--- src/rtl/pipelined_control_unit.sv ---
// pipelined_control_unit
//   Control path for the SAD pipelined datapath. The ID-stage opcode is decoded
//   combinationally into a control bundle. That bundle then moves through the
//   ID/EX, EX/MEM and MEM/WB control registers. The block also detects hazards,
//   resolves branches in EX and steers the PC and IF/ID register.
//
// Build option:
//   PCU_FORWARD_EN  defined   -> ForwardA/B select the MEM (10) or WB (01)
//                                stage result. Only a load-use hazard stalls.
//                   undefined -> ForwardA/B are tied to 00. Any RAW hazard
//                                against a producer in EX or MEM stalls until
//                                that producer reaches WB.
//
// Ports:
//   Clk, Rst              rising-edge clock, synchronous active-low reset
//   ID_Opcode/Rs/Rt/Rd    fields of the instruction held in IF/ID
//   EX_Zero               ALU zero flag of the instruction in EX
//   PCWrite, IFIDWrite    PC and IF/ID enables (low while stalled)
//   IFIDFlush             zero IF/ID at the next edge
//   PCSrc, Jump           PC source selects (branch target, jump target)
//   EX_*                  EX-stage ALU controls
//   MEM_*                 MEM-stage memory enables
//   WB_*                  WB-stage write enable, result select, destination
//   ForwardA/B            ALU operand forward selects
module pipelined_control_unit #(
  parameter int ALUOP_W = 5,
  parameter int REG_W   = 5,
  parameter int OPC_W   = 6
) (
  input  logic               Clk,
  input  logic               Rst,
  input  logic [OPC_W-1:0]   ID_Opcode,
  input  logic [REG_W-1:0]   ID_Rs,
  input  logic [REG_W-1:0]   ID_Rt,
  input  logic [REG_W-1:0]   ID_Rd,
  input  logic               EX_Zero,
  output logic               PCWrite,
  output logic               IFIDWrite,
  output logic               IFIDFlush,
  output logic               PCSrc,
  output logic               Jump,
  output logic [ALUOP_W-1:0] EX_ALUOp,
  output logic               EX_ALUSrc,
  output logic               EX_ZeroExt,
  output logic               MEM_MemRead,
  output logic               MEM_MemWrite,
  output logic               WB_RegWrite,
  output logic               WB_MemToReg,
  output logic [REG_W-1:0]   WB_WriteReg,
  output logic [1:0]         ForwardA,
  output logic [1:0]         ForwardB
);

  localparam logic [OPC_W-1:0] OP_RTYPE = OPC_W'(6'b000000);
  localparam logic [OPC_W-1:0] OP_ADDI  = OPC_W'(6'b001000);
  localparam logic [OPC_W-1:0] OP_MUL   = OPC_W'(6'b011100);
  localparam logic [OPC_W-1:0] OP_ANDI  = OPC_W'(6'b001100);
  localparam logic [OPC_W-1:0] OP_ORI   = OPC_W'(6'b001101);
  localparam logic [OPC_W-1:0] OP_XORI  = OPC_W'(6'b001110);
  localparam logic [OPC_W-1:0] OP_SLTI  = OPC_W'(6'b001010);
  localparam logic [OPC_W-1:0] OP_LW    = OPC_W'(6'b100011);
  localparam logic [OPC_W-1:0] OP_SW    = OPC_W'(6'b101011);
  localparam logic [OPC_W-1:0] OP_BEQ   = OPC_W'(6'b000100);
  localparam logic [OPC_W-1:0] OP_BNE   = OPC_W'(6'b000101);
  localparam logic [OPC_W-1:0] OP_J     = OPC_W'(6'b000010);

  localparam logic [ALUOP_W-1:0] ALU_RTYPE = ALUOP_W'(5'b00000);
  localparam logic [ALUOP_W-1:0] ALU_ADD   = ALUOP_W'(5'b00001);
  localparam logic [ALUOP_W-1:0] ALU_SUB   = ALUOP_W'(5'b00010);
  localparam logic [ALUOP_W-1:0] ALU_MUL   = ALUOP_W'(5'b00011);
  localparam logic [ALUOP_W-1:0] ALU_AND   = ALUOP_W'(5'b10100);
  localparam logic [ALUOP_W-1:0] ALU_OR    = ALUOP_W'(5'b10101);
  localparam logic [ALUOP_W-1:0] ALU_XOR   = ALUOP_W'(5'b11001);
  localparam logic [ALUOP_W-1:0] ALU_SLT   = ALUOP_W'(5'b11101);

  typedef struct packed {
    logic [ALUOP_W-1:0] alu_op;
    logic               alu_src;
    logic               zero_ext;
    logic               mem_read;
    logic               mem_write;
    logic               reg_write;
    logic               mem_to_reg;
    logic               branch;
    logic               br_ne;
    logic [REG_W-1:0]   dst;
  } ex_ctrl_t;

  typedef struct packed {
    logic               mem_read;
    logic               mem_write;
    logic               reg_write;
    logic               mem_to_reg;
    logic [REG_W-1:0]   dst;
  } mem_ctrl_t;

  typedef struct packed {
    logic               reg_write;
    logic               mem_to_reg;
    logic [REG_W-1:0]   dst;
  } wb_ctrl_t;

  ex_ctrl_t  id_ctrl;
  logic      id_reg_dst;
  logic      id_jump;

  ex_ctrl_t  ex_q;
  mem_ctrl_t mem_q;
  wb_ctrl_t  wb_q;

  logic      taken;
  logic      ex_hit;
  logic      load_use;
  logic      hazard;

  // ---------------------------------------------------------------------------
  // ID decode
  // ---------------------------------------------------------------------------
  always_comb begin
    id_ctrl    = '0;
    id_reg_dst = 1'b0;
    id_jump    = 1'b0;
    case (ID_Opcode)
      OP_RTYPE: begin
        id_ctrl.reg_write  = 1'b1;
        id_reg_dst         = 1'b1;
        id_ctrl.mem_to_reg = 1'b1;
        id_ctrl.alu_op     = ALU_RTYPE;
      end
      OP_ADDI: begin
        id_ctrl.reg_write  = 1'b1;
        id_ctrl.alu_src    = 1'b1;
        id_ctrl.mem_to_reg = 1'b1;
        id_ctrl.alu_op     = ALU_ADD;
      end
      OP_MUL: begin
        id_ctrl.reg_write  = 1'b1;
        id_reg_dst         = 1'b1;
        id_ctrl.mem_to_reg = 1'b1;
        id_ctrl.alu_op     = ALU_MUL;
      end
      OP_ANDI, OP_ORI, OP_XORI: begin
        id_ctrl.reg_write  = 1'b1;
        id_ctrl.alu_src    = 1'b1;
        id_ctrl.mem_to_reg = 1'b1;
        id_ctrl.zero_ext   = 1'b1;
        if (ID_Opcode == OP_ANDI)
          id_ctrl.alu_op = ALU_AND;
        else if (ID_Opcode == OP_ORI)
          id_ctrl.alu_op = ALU_OR;
        else
          id_ctrl.alu_op = ALU_XOR;
      end
      OP_SLTI: begin
        id_ctrl.reg_write  = 1'b1;
        id_ctrl.alu_src    = 1'b1;
        id_ctrl.mem_to_reg = 1'b1;
        id_ctrl.alu_op     = ALU_SLT;
      end
      OP_LW: begin
        id_ctrl.reg_write = 1'b1;
        id_ctrl.alu_src   = 1'b1;
        id_ctrl.mem_read  = 1'b1;
        id_ctrl.alu_op    = ALU_ADD;
      end
      OP_SW: begin
        id_ctrl.alu_src   = 1'b1;
        id_ctrl.mem_write = 1'b1;
        id_ctrl.alu_op    = ALU_ADD;
      end
      OP_BEQ: begin
        id_ctrl.branch = 1'b1;
        id_ctrl.alu_op = ALU_SUB;
      end
      OP_BNE: begin
        id_ctrl.branch = 1'b1;
        id_ctrl.br_ne  = 1'b1;
        id_ctrl.alu_op = ALU_SUB;
      end
      OP_J: begin
        // The jump acts in ID only; its bundle travels down the pipe as a NOP.
        id_jump = 1'b1;
      end
      default: ;
    endcase
    id_ctrl.dst = id_reg_dst ? ID_Rd : ID_Rt;
  end

  // ---------------------------------------------------------------------------
  // Hazard detection and branch resolution
  // ---------------------------------------------------------------------------
  assign taken    = ex_q.branch & (EX_Zero ^ ex_q.br_ne);
  assign ex_hit   = (ex_q.dst != '0) && ((ex_q.dst == ID_Rs) || (ex_q.dst == ID_Rt));
  assign load_use = ex_q.mem_read && ex_hit;

`ifdef PCU_FORWARD_EN
  logic [REG_W-1:0] ex_rs_q;
  logic [REG_W-1:0] ex_rt_q;

  assign hazard = load_use;

  always_comb begin
    ForwardA = 2'b00;
    ForwardB = 2'b00;
    if (mem_q.reg_write && (mem_q.dst != '0) && (mem_q.dst == ex_rs_q))
      ForwardA = 2'b10;
    else if (wb_q.reg_write && (wb_q.dst != '0) && (wb_q.dst == ex_rs_q))
      ForwardA = 2'b01;
    if (mem_q.reg_write && (mem_q.dst != '0) && (mem_q.dst == ex_rt_q))
      ForwardB = 2'b10;
    else if (wb_q.reg_write && (wb_q.dst != '0) && (wb_q.dst == ex_rt_q))
      ForwardB = 2'b01;
  end

  always_ff @(posedge Clk) begin
    if (!Rst || taken || hazard) begin
      ex_rs_q <= '0;
      ex_rt_q <= '0;
    end else begin
      ex_rs_q <= ID_Rs;
      ex_rt_q <= ID_Rt;
    end
  end
`else
  logic mem_hit;

  // Without forwarding the consumer waits in ID until the producer is in WB;
  // the register file writes before it reads, so that cycle is safe.
  assign mem_hit = (mem_q.dst != '0) && ((mem_q.dst == ID_Rs) || (mem_q.dst == ID_Rt));
  assign hazard  = load_use || (ex_q.reg_write && ex_hit) || (mem_q.reg_write && mem_hit);

  assign ForwardA = 2'b00;
  assign ForwardB = 2'b00;
`endif

  // Priority: taken branch, then stall, then jump. Everything is held low
  // while reset is asserted.
  always_comb begin
    PCWrite   = 1'b0;
    IFIDWrite = 1'b0;
    IFIDFlush = 1'b0;
    PCSrc     = 1'b0;
    Jump      = 1'b0;
    if (Rst) begin
      if (taken) begin
        PCWrite   = 1'b1;
        IFIDWrite = 1'b1;
        IFIDFlush = 1'b1;
        PCSrc     = 1'b1;
      end else if (!hazard) begin
        PCWrite   = 1'b1;
        IFIDWrite = 1'b1;
        if (id_jump) begin
          Jump      = 1'b1;
          IFIDFlush = 1'b1;
        end
      end
    end
  end

  // ---------------------------------------------------------------------------
  // Pipeline control registers
  // ---------------------------------------------------------------------------
  always_ff @(posedge Clk) begin
    if (!Rst) begin
      ex_q  <= '0;
      mem_q <= '0;
      wb_q  <= '0;
    end else begin
      if (taken || hazard)
        ex_q <= '0;
      else
        ex_q <= id_ctrl;
      mem_q <= '{mem_read:   ex_q.mem_read,
                 mem_write:  ex_q.mem_write,
                 reg_write:  ex_q.reg_write,
                 mem_to_reg: ex_q.mem_to_reg,
                 dst:        ex_q.dst};
      wb_q  <= '{reg_write:  mem_q.reg_write,
                 mem_to_reg: mem_q.mem_to_reg,
                 dst:        mem_q.dst};
    end
  end

  assign EX_ALUOp     = ex_q.alu_op;
  assign EX_ALUSrc    = ex_q.alu_src;
  assign EX_ZeroExt   = ex_q.zero_ext;
  assign MEM_MemRead  = mem_q.mem_read;
  assign MEM_MemWrite = mem_q.mem_write;
  assign WB_RegWrite  = wb_q.reg_write;
  assign WB_MemToReg  = wb_q.mem_to_reg;
  assign WB_WriteReg  = wb_q.dst;

endmodule

--- config.mk ---
export PLATFORM = sky130hd
export DESIGN_NAME = pipelined_control_unit
export DESIGN_NICKNAME = d
export VERILOG_FILES = /design/src/rtl/pipelined_control_unit.sv
export SDC_FILE = /design/constraint.sdc
export NUM_CORES = 1
export LEC_CHECK = 0
export CAP_MARGIN = 30
export CELL_PAD_IN_SITES_DETAIL_PLACEMENT = 1
export CELL_PAD_IN_SITES_GLOBAL_PLACEMENT = 1
export CORE_UTILIZATION = 39
export CTS_BUF_LIST = sky130_fd_sc_hd__clkbuf_4 sky130_fd_sc_hd__clkbuf_8
export CTS_CLUSTER_DIAMETER = 50
export DETAILED_ROUTE_END_ITERATION = 10
export PLACE_DENSITY = 0.93
export SLEW_MARGIN = 20
export SYNTH_ARGS = -nofsm -noshare
export SYNTH_HDL_FRONTEND = slang
export SYNTH_SLANG_ARGS = --single-unit
--- constraint.sdc ---
create_clock -name Clk -period 4 [get_ports Clk]
set_input_delay 0.8 -clock Clk [delete_from_list [all_inputs] [get_ports Clk]]
set_output_delay 0.8 -clock Clk [all_outputs]
set_load 0.05 [all_outputs]
Yosys cells after proc, flatten, opt, wreduce, memory -nomap -nowiden --
Index checks and enable logic that the tools add are counted.
Storage, ports and cells: bits of input ports 24, bits in registers 34, logic and storage cells 82
Cells by class: eq/ne operators 15, mux-type cells 25, reduce and logical (&&, ||, !) cells 21, bitwise gates (word level) 3
Operator list (count):
- 6-bit by 4-bit == test with 1-bit output (second input constant) | 5
- 5-bit one-hot mux with 5 select lines | 1
- 1-bit 2-to-1 mux | 21
- 5-bit == test | 4
- 7-bit OR reduction | 2
- 6-bit by 3-bit == test with 1-bit output (second input constant) | 2
- 6-bit == test (second input constant) | 2
- 5-bit 2-to-1 mux | 2
- 5-bit nonzero test | 2
- 8-bit OR reduction | 1
- 6-bit by 2-bit == test with 1-bit output (second input constant) | 1
- 6-bit by 5-bit == test with 1-bit output (second input constant) | 1
- 6-bit zero test | 1
- 2-bit OR reduction | 3
- 3-bit OR reduction | 2
- 1-bit logical AND | 5
- 1-bit logical OR | 5
- 4-bit 2-to-1 mux | 1
- 1-bit AND | 1
- 1-bit NOT | 1
- 1-bit bitwise XOR | 1

Logic depth before layout (Yosys ltp) --
depth in word-level cells 9, gate-level depth with buffers 6, depth with buffers taken out 5

Worst setup path after synthesis --
Ideal clock, no wire load.
path type input-to-output, start point input ID_Rt[2], end point output PCWrite, setup slack 0.163 ns, arrival 3.037 ns, stages 6, data required time 3.200 ns, path through xor2_1 nor2_1 a22oi_2 o22ai_2 a21boi_0 buf_4
Between the ends: longest elaborated chain between the ends 9, elaborated cells on any way between the ends 14, classes of those cells 2 x eq/ne; 3 x mux; 9 x reduce/logical
Ends and longest elaborated chain:
- start, declared | RTL line 34 | input logic [REG_W-1:0] ID_Rt,
- 5-bit == test | RTL line 193 | assign ex_hit = (ex_q.dst != '0) && ((ex_q.dst == ID_Rs) || (ex_q.dst == ID_Rt));
- 1-bit logical OR | RTL line 193
- 1-bit logical AND | RTL line 193
- 1-bit logical AND (on tied branches) | RTL line 194, 230
- 1-bit logical OR | RTL line 230 | assign hazard = load_use || (ex_q.reg_write && ex_hit) || (mem_q.reg_write && mem_hit);
- 1-bit logical OR (*) | RTL line 230
- 1-bit 2-to-1 mux (*) (3 in a row)
- end, declared | RTL line 37 | output logic PCWrite,
Mark *: on every way between the ends. The rest lies on a longest branch, timed or not.

Worst setup path in the final report --
start point input ID_Rt[3], end point output IFIDWrite
Between the ends: longest elaborated chain between the ends 9, elaborated cells on any way between the ends 14, classes of those cells 2 x eq/ne; 3 x mux; 9 x reduce/logical
Ends and longest elaborated chain:
- 5-bit == test | RTL line 193
- 1-bit logical OR | RTL line 193
- 1-bit logical AND | RTL line 193
- 1-bit logical AND (on tied branches) | RTL line 194, 230
- 1-bit logical OR | RTL line 230
- 1-bit logical OR (*) | RTL line 230
- 1-bit 2-to-1 mux (*) | RTL line 250 | end else if (!hazard) begin
- 1-bit 2-to-1 mux (*) | RTL line 245 | if (taken) begin
- 1-bit 2-to-1 mux (*) | RTL line 244 | if (Rst) begin
- end, declared | RTL line 38 | output logic IFIDWrite,
Marked as above.

==> impl_metrics.ini <==
[grt]
grt_pass1_vias = 1357
grt_first_pass_wirelength_um = 6400
antenna_found_initial = 0
grt_usage_pct = 20.4
grt_start_max_net_pins = 20
overflow = 0

[detailed_routing]
dr.first_iter.drc_count = 45
routed_wl_um = 3980
routed_via_density = 4.94
routed-via-count = 1294
drc = 0
ant_nets = 0
firstDrtPassIters = 4
wire_per_inst_um = 15.2

[pwr]
p_leak_nw = 0.881
p_total_mw = 0.757
peakVddDrop_mv = 0.129
power_density_mw_per_mm2 = 348

[synthesis]
ys_warn_count = 0
synth_cells = 171
synth_area_leaders = dfxtp_1, xor2_1, and2_1
yosys.area.top_type = dfxtp_1
syn_area_mm2 = 0.00164
synthDistinctLibCells = 40
synth.avg_cell_area_um2 = 9.57
synth_seq_area_share_pct = 41.6
synth_seq_cells = 34
yosysTopAreaCellShare_pct = 41.6

[layout]
final_layout_size_suffix_gt1_share_pct = 14.6
final_cell_mix = clkdlybuf4s50_1, dfxtp_1, xor2_1, nor2_1, and2_1
layout_commonest_cell = clkdlybuf4s50_1
nNetsFinal = 235
syn2layout_area_growth_pct = 32.7
n_fill_cell = 473
diodes = 0

[critical_path]
cp_max_fo = 3
crit_required_ns = 3.20
start_kind = input pin
crit_type = input pin to output port
cp.arrival_ns = 3.02
end_kind = output port

[timing]
finalCritPeriodShare_pct = 95.4
slew_headroom_pct = 51.9
min_period_ns = 3.82
slew_violations = 0
rsz0062_at_grt = false
tns_ns = 0
worstMarginPinSlew_ns = 0.715
fmax_mhz = 262
hold_ws_ns = 0.444
hold_viol = 0
finalSetupViolations = 0
skew_ns = 0.00975

[cts]
cts.clk_slew.worst_paths_ns = 0.06
root_buffer = clkbuf_8
cts.path.max_buffers = 2
cts_tree = built
clk_latency_ns = 0.29
cts_resized = 0
h-tree-depth = 2
numClockSinks = 34
hold_buffers = 0
cts_made_buffers = 5
postCtsSetupBuffers = 0

[die]
chipWidth_um = 66.8
dieArea_mm2 = 0.00446
coreArea_mm2 = 0.00403
rows = 23
die_h_um = 66.8
start_util_pct = 40.6
io_pins = 49

[placed_design]
port_buffers = 44
dp_hpwl_um = 3040
place.gp.congestion = 0.840

[run]
maxCapViolations = 0

[hold_path]
hold_path_class = register to register

[outcome]
status = completed
==> flip-flops by register name, indices dropped and copies added (netlist names) <==
register and count:
WB_WriteReg 5, MEM_MemWrite 1, WB_RegWrite 1, EX_ALUSrc 1, MEM_MemRead 1, EX_ALUOp 5, WB_MemToReg 1, ex_q 11
mem_q 7, EX_ZeroExt 1
==> worst max-delay path: stages <==
cell and delay (ns):
clkdlybuf4s50_1 0.59, xor2_1 0.27, nor3_1 0.12, a22oi_2 0.28, o22ai_2 0.14, a21boi_0 0.60
buf_12 0.22
==> layout make-up <==
type | instances | area (µm²) | share of cell area (%)
multi-input cells | 121 | 836 | 38.5
flip-flops and latches | 34 | 681 | 31.3
repair buffers | 47 | 490 | 22.6
clock buffers | 7 | 90.1 | 4.15
well taps | 50 | 62.6 | 2.88
inverters | 2 | 7.51 | 0.346
clock inverters | 1 | 5.00 | 0.230
==> synth_stat cells <==
master	number
dfxtp_1	34
xor2_1	21
nor2_1	17
and2_1	15
nand2_1	12
buf_4	11
nor3_1	9
mux2i_1	5
a21oi_1	4
clkbuf_1	3
nor4_1	3
o21ai_0	3
a22oi_2	2
and2_2	2
inv_1	2
nand3_1	2
nor3b_1	2
or4_4	2
a2111oi_2	1
a211oi_1	1
a21boi_0	1
a21o_1	1
and2b_2	1
and3_1	1
buf_6	1
clkbuf_2	1
clkbuf_8	1
conb_1	1
nand3b_1	1
nor2b_1	1
nor3_2	1
nor4b_2	1
o21ai_4	1
o21bai_1	1
o221ai_4	1
o22ai_2	1
o22ai_4	1
or2_2	1
or2b_2	1
xnor2_1	1
==> cells by family after synthesis <==
kind of cell | Yosys count | synth area share, %
compound gates | 18 | 11.0
other cells | 1 | 0.229
xor+xnor | 22 | 11.8
simple gates | 72 | 24.3
buf+inv | 19 | 8.03
mux | 5 | 3.06
flops | 34 | 41.6
==> metrics by stage <==
step	setup slack, ns	cells	util [%]	instance area (µm²)
floorplan	0.163	174	-	1650
global placement	0.389	254	51.6	2080
detailed placement	0.273	254	51.6	2080
CTS	0.152	262	53.9	2170
global route	0.103	262	53.9	2170
finish	0.185	262	53.9	2170
==> power breakdown <==
group	switching, mW	internal [mW]
clock	0.120	0.145
sequential	0.0102	0.348
combinational	0.0742	0.0582
==> per-layer routing <==
layer  track usage [%]  vias to the layer above  routed length (µm)
met2              33.1                       37                2010
met4              12.0                        0                 144
met1              23.9                      611                1700
li1                  -                      635                   -
met5                 0                        -                   0
met3              5.48                       11                 130
==> final timing paths <==
path,slack (ns),cells after the start,end,startpoint
max,0.18,7,IFIDWrite,ID_Rt[3]
min reg2reg,0.44,1,mem_q[5],ex_q[7]
min,0.44,1,mem_q[5],ex_q[7]
max reg2reg,2.14,6,ex_q[5],mem_q[3]
(Power assumes the default switching activity.)
